--- src/rtl/highpass_switch_ctrl.sv ---
// Click-free filter change sequencer for the highpass biquad: fade out, clear history, switch, fade in.
// Define HPF_CLICK_FADE_EN to build the gain ramps; without it the sequence is IDLE->CLEAR->SWITCH->IDLE.
module highpass_switch_ctrl #(
  parameter int RAMP_LOG2     = 6,
  parameter int CLEAR_SAMPLES = 2,
  parameter int NUM_FILTERS   = 5
) (
  input  logic               clk_48,
  input  logic               reset,
  input  logic               sample_tick,
  input  logic [2:0]         filter_req,
  input  logic signed [15:0] audioIn,
  output logic signed [15:0] audioOut,
  output logic [2:0]         filter,
  output logic               state_clear,
  output logic               busy,
  output logic               ack
);
  // state    | meaning
  // IDLE     | full gain, watching for a changed request
  // FADE_OUT | gain steps down once per tick
  // CLEAR    | biquad history held at zero, output muted
  // SWITCH   | single clock: apply target code, pulse ack
  // FADE_IN  | gain steps up once per tick
  typedef enum logic [2:0] {IDLE, FADE_OUT, CLEAR, SWITCH, FADE_IN} state_t;

  localparam int GW = RAMP_LOG2 + 1;
  localparam int PW = 16 + RAMP_LOG2 + 2;
  localparam int CW = $clog2(CLEAR_SAMPLES + 1);
  localparam logic [GW-1:0] G_FULL   = GW'(1) << RAMP_LOG2;
  localparam logic [CW-1:0] CLR_LOAD = CW'(CLEAR_SAMPLES - 1);
  localparam int unsigned   NF       = NUM_FILTERS;

  state_t               state, state_next;
  logic [2:0]           target, req_mapped;
  logic [CW-1:0]        clr_cnt;
  logic [GW-1:0]        g_new;
  logic signed [PW-1:0] product;

  // Out-of-range codes fall back to the bypass filter.
  assign req_mapped = (32'(filter_req) >= NF) ? 3'd0 : filter_req;

`ifdef HPF_CLICK_FADE_EN
  logic [GW-1:0] g;

  always_comb begin
    g_new = g;
    if (state == FADE_OUT)
      g_new = g - GW'(1);
    else if (state == FADE_IN)
      g_new = g + GW'(1);
  end

  always_ff @(posedge clk_48) begin
    if (reset)
      g <= G_FULL;
    else if (sample_tick)
      g <= g_new;
  end
`else
  assign g_new = G_FULL;
`endif

  assign product = PW'(audioIn) * PW'($signed({1'b0, g_new}));

  always_ff @(posedge clk_48) begin
    if (reset)
      state <= IDLE;
    else
      state <= state_next;
  end

  always_comb begin
    state_next = state;
    case (state)
      IDLE:
        if (sample_tick && (req_mapped != filter))
`ifdef HPF_CLICK_FADE_EN
          state_next = FADE_OUT;
`else
          state_next = CLEAR;
`endif
`ifdef HPF_CLICK_FADE_EN
      FADE_OUT:
        if (sample_tick && (g_new == '0))
          state_next = CLEAR;
      FADE_IN:
        if (sample_tick && (g_new == G_FULL))
          state_next = IDLE;
`endif
      CLEAR:
        if (sample_tick && (clr_cnt == '0))
          state_next = SWITCH;
      SWITCH:
`ifdef HPF_CLICK_FADE_EN
        state_next = FADE_IN;
`else
        state_next = IDLE;
`endif
      default: state_next = IDLE;
    endcase
  end

  always_comb begin
    busy        = (state != IDLE);
    ack         = (state == SWITCH);
    state_clear = (state == CLEAR);
  end

  // clr_cnt is a down-counter of remaining CLEAR ticks, loaded on entry.
  always_ff @(posedge clk_48) begin
    if (reset) begin
      target   <= 3'd0;
      filter   <= 3'd0;
      clr_cnt  <= '0;
      audioOut <= '0;
    end else begin
      if (sample_tick && (state != SWITCH))
        target <= req_mapped;
      if (state == SWITCH)
        filter <= target;
      if ((state != CLEAR) && (state_next == CLEAR))
        clr_cnt <= CLR_LOAD;
      else if ((state == CLEAR) && sample_tick && (clr_cnt != '0))
        clr_cnt <= clr_cnt - CW'(1);
      if (sample_tick)
        audioOut <= (state == CLEAR) ? '0 : 16'(product >>> RAMP_LOG2);
    end
  end

endmodule

--- config.mk ---
export PLATFORM = sky130hd
export DESIGN_NAME = highpass_switch_ctrl
export DESIGN_NICKNAME = d
export VERILOG_FILES = /design/src/rtl/highpass_switch_ctrl.sv
export SDC_FILE = /design/constraint.sdc
export NUM_CORES = 1
export LEC_CHECK = 0
export ABC_AREA = 1
export CAP_MARGIN = 10
export CORE_ASPECT_RATIO = 0.75
export CORE_MARGIN = 3
export CORE_UTILIZATION = 25
export CTS_CLUSTER_SIZE = 16
export DETAILED_ROUTE_END_ITERATION = 12
export HOLD_SLACK_MARGIN = 0.03
export REMOVE_ABC_BUFFERS = 1
export SKIP_CTS_REPAIR_TIMING = 1
export SYNTH_ARGS = -nofsm -noshare
export SYNTH_HDL_FRONTEND = slang
export SYNTH_SLANG_ARGS = --single-unit
--- constraint.sdc ---
create_clock -name clk_48 -period 1.13 [get_ports clk_48]
set_clock_uncertainty 0.2 [all_clocks]
set_input_delay 0.226 -clock clk_48 [delete_from_list [all_inputs] [get_ports clk_48]]
set_output_delay 0.226 -clock clk_48 [all_outputs]
set_load 0.01 [all_outputs]
==> impl_metrics.json <==
{
  "outcome": "finished, violations left",
  "failed_checks": "setup timing",
  "nNetsFinal": 242,
  "synth_seq_area_share": 0.439,
  "power_frac_comb": 0.222,
  "dieArea_um2": 5820,
  "multi_input_area_um2": 713,
  "cp.required_ns": 0.70,
  "grt_use_total": 0.105,
  "power.density_nw_per_um2": 913,
  "hold_class": "primary input to register",
  "netlist_area_um2": 1230,
  "totalWireLength_um": 3180,
  "period_share": 1.25,
  "p_clk_frac": 0.270,
  "p_leak_nw": 0.975,
  "path_buf_inv": 2,
  "seqPwrFrac": 0.508,
  "final-seq-area_um2": 574,
  "wl_per_cell_um": 11.6,
  "fmax_mhz": 707,
  "grt_pass1_vias": 1025,
  "cts_tree": "built",
  "final-hold-violation-count": 0,
  "numCtsBuffers": 3,
  "final_util": 0.485,
  "slowest_delay_ns": 0.37,
  "design_area_um2": 2230,
  "synthCells": 147,
  "yosys_warnings": 0,
  "portBuffers": 43,
  "gp_congestion": 0.717,
  "cts.sinks": 27,
  "dr.pass1.iters": 4,
  "arrival_ns": 0.99,
  "grt_pass1_wl_um": 4760,
  "fillers": 423,
  "slew_viol_final": 0,
  "rsz0062_at_grt": "true",
  "avgViaCountPerCell": 4.36,
  "crit_fanout": 3,
  "overflow": 0,
  "vias": 1198,
  "p_int_w": 0.00151,
  "p_total_w": 0.00204,
  "post-route-min-period_ns": 1.41,
  "fp.dieW_um": 87.1,
  "row_count": 21,
  "core_um2": 4600,
  "crit_type": "register to output port",
  "initialDrtViolationCount": 20,
  "clock_path_buffers": 2,
  "drc": 0,
  "syn_area_per_cell_um2": 8.38,
  "setup.worst_path.start_class": "register",
  "io_pins": 44,
  "die_h_um": 66.8,
  "drive_above_1_share": 0.610,
  "floorplan.initialDensity": 0.268,
  "cts_htree_levels": 1,
  "swShare": 0.259,
  "dp_hpwl_um": 2160,
  "setup_viol": 47,
  "crit_path_end_kind": "output port",
  "slowest_stage": "dfxtp_4",
  "cp_top_family": "flip-flops",
  "clk_pin_slew_worst_paths_ns": 0.09,
  "yosysUniqueCellTypes": 22,
  "antenna_left": 0,
  "synth-seq-cells": 27,
  "area_delta_synth_final_pct": 80.8,
  "antenna_found_initial": 0,
  "cts-root-buf": "clkbuf_8",
  "clkLatencyLatePin_ns": 0.27,
  "diodes": 0,
  "drv_cap": 0,
  "ir_drop_mv": 0.439,
  "whs_ns": 0.121,
  "cp_cell_sequence": "nor2_4 > nand2_2 > inv_1 > buf_2",
  "tns_ns": -5.40,
  "worst_slack_ns": -0.284,
  "power.switching_w": 0.000527,
  "place_area_um2": 1850,
  "grt_max_degree": 27
}
-- logic make-up (layout without fill, tap and decap cells) --
logic type                 after synthesis  after routing  share of synthesized area
AOI/OAI and AO/OA                       24             24                      0.135
xor gates and xnor gates                 1              1                    0.00711
adders and majority gates                1              1                     0.0102
buffers and inverters                   22             93                      0.103
DFF                                     27             27                      0.439
other                                    1              1                    0.00304
and+or+nand+nor                         71             71                      0.304
-- sequential cells by signal (all words and copies together), names as in the netlist --
| signal | count |
|---|---|
| target | 3 |
| state | 3 |
| audioOut | 16 |
| filter | 3 |
| clr_cnt | 2 |
-- tightest hold or removal path: stages --
cell	delay, ns
dlymetal6s2s_1	0.16
nand3_2	0.10
a211oi_2	0.06
-- per-stage QoR --
stage               setup WS [ns]  cells
global route               -0.344    275
floorplan                  -0.329    139
global placement           -0.545    262
detailed placement         -0.572    262
finish                     -0.284    275
CTS                        -0.727    266
-- placed cells by master (no fill, tap or decap), types with 5 or more instances in the layout --
cell type,Yosys,routed
nand3_2,10,15
buf_4,0,23
a21oi_2,9,16
inv_1,11,9
buf_6,5,25
dfxtp_2,0,21
nor2_1,7,5
clkdlybuf4s50_1,0,17
nand2_1,33,33
-- synthesized netlist by cell type --
| cell | instances | share of area |
|---|---|---|
| nand2_2 | 3 | 0.015 |
| buf_2 | 3 | 0.012 |
| xor2_1 | 1 | 0.0071 |
| nor2_1 | 7 | 0.021 |
| inv_2 | 2 | 0.0061 |
| a211oi_1 | 5 | 0.030 |
| ha_1 | 1 | 0.010 |
| nor4_2 | 1 | 0.010 |
| nand2_1 | 33 | 0.10 |
| nor2_2 | 3 | 0.015 |
| inv_1 | 11 | 0.034 |
| a21oi_1 | 10 | 0.041 |
| a21oi_2 | 9 | 0.064 |
| nand3_2 | 10 | 0.081 |
| conb_1 | 1 | 0.0030 |
| inv_4 | 1 | 0.0051 |
| dfxtp_1 | 27 | 0.44 |
| nor3_1 | 1 | 0.0041 |
| nand3_1 | 11 | 0.045 |
| buf_6 | 5 | 0.046 |
| nand4_1 | 1 | 0.0051 |
| nand3b_1 | 1 | 0.0061 |
-- power groups by stage --
| stage | Clock, W | Sequential (W) | Combinational, W |
|---|---|---|---|
| after floorplan | 0 | 0.00106 | 0.000118 |
| after global routing | 0.000598 | 0.00104 | 0.000494 |
| after CTS | 0.000576 | 0.00102 | 0.000387 |
| after global placement | 0 | 0.00104 | 0.000384 |
| final | 0.000549 | 0.00103 | 0.000451 |
| after detailed placement | 0 | 0.00104 | 0.000386 |
-- per-layer routing --
metal | GRT usage | wire length, um
met5 | 0 | 0
met1 | 0.135 | 1440
met4 | 0.0253 | 16
met2 | 0.171 | 1570
met3 | 0.0309 | 154
-- final timing paths --
kind | end | slack (ns) | depth (start not counted) | startpoint
min reg2reg | filter[1]$_SDFFE_PP0P_ | 0.26 | 2 | target[1]$_SDFFE_PP0P_
min | target[0]$_SDFFE_PP0P_ | 0.12 | 3 | filter_req[0]
max | state_clear | -0.28 | 4 | state[0]$_SDFF_PP0_
max reg2reg | audioOut[4]$_SDFFE_PP0P_ | -0.25 | 7 | state[0]$_SDFF_PP0_
-- layout make-up --
class	count	area share
Clock buffer	4	0.0202
Inverter	14	0.0247
Multi-Input combinational cell	98	0.320
Sequential cell	27	0.258
Tap cell	57	0.0320
Timing Repair Buffer	75	0.345
(Power assumes the default switching activity.)
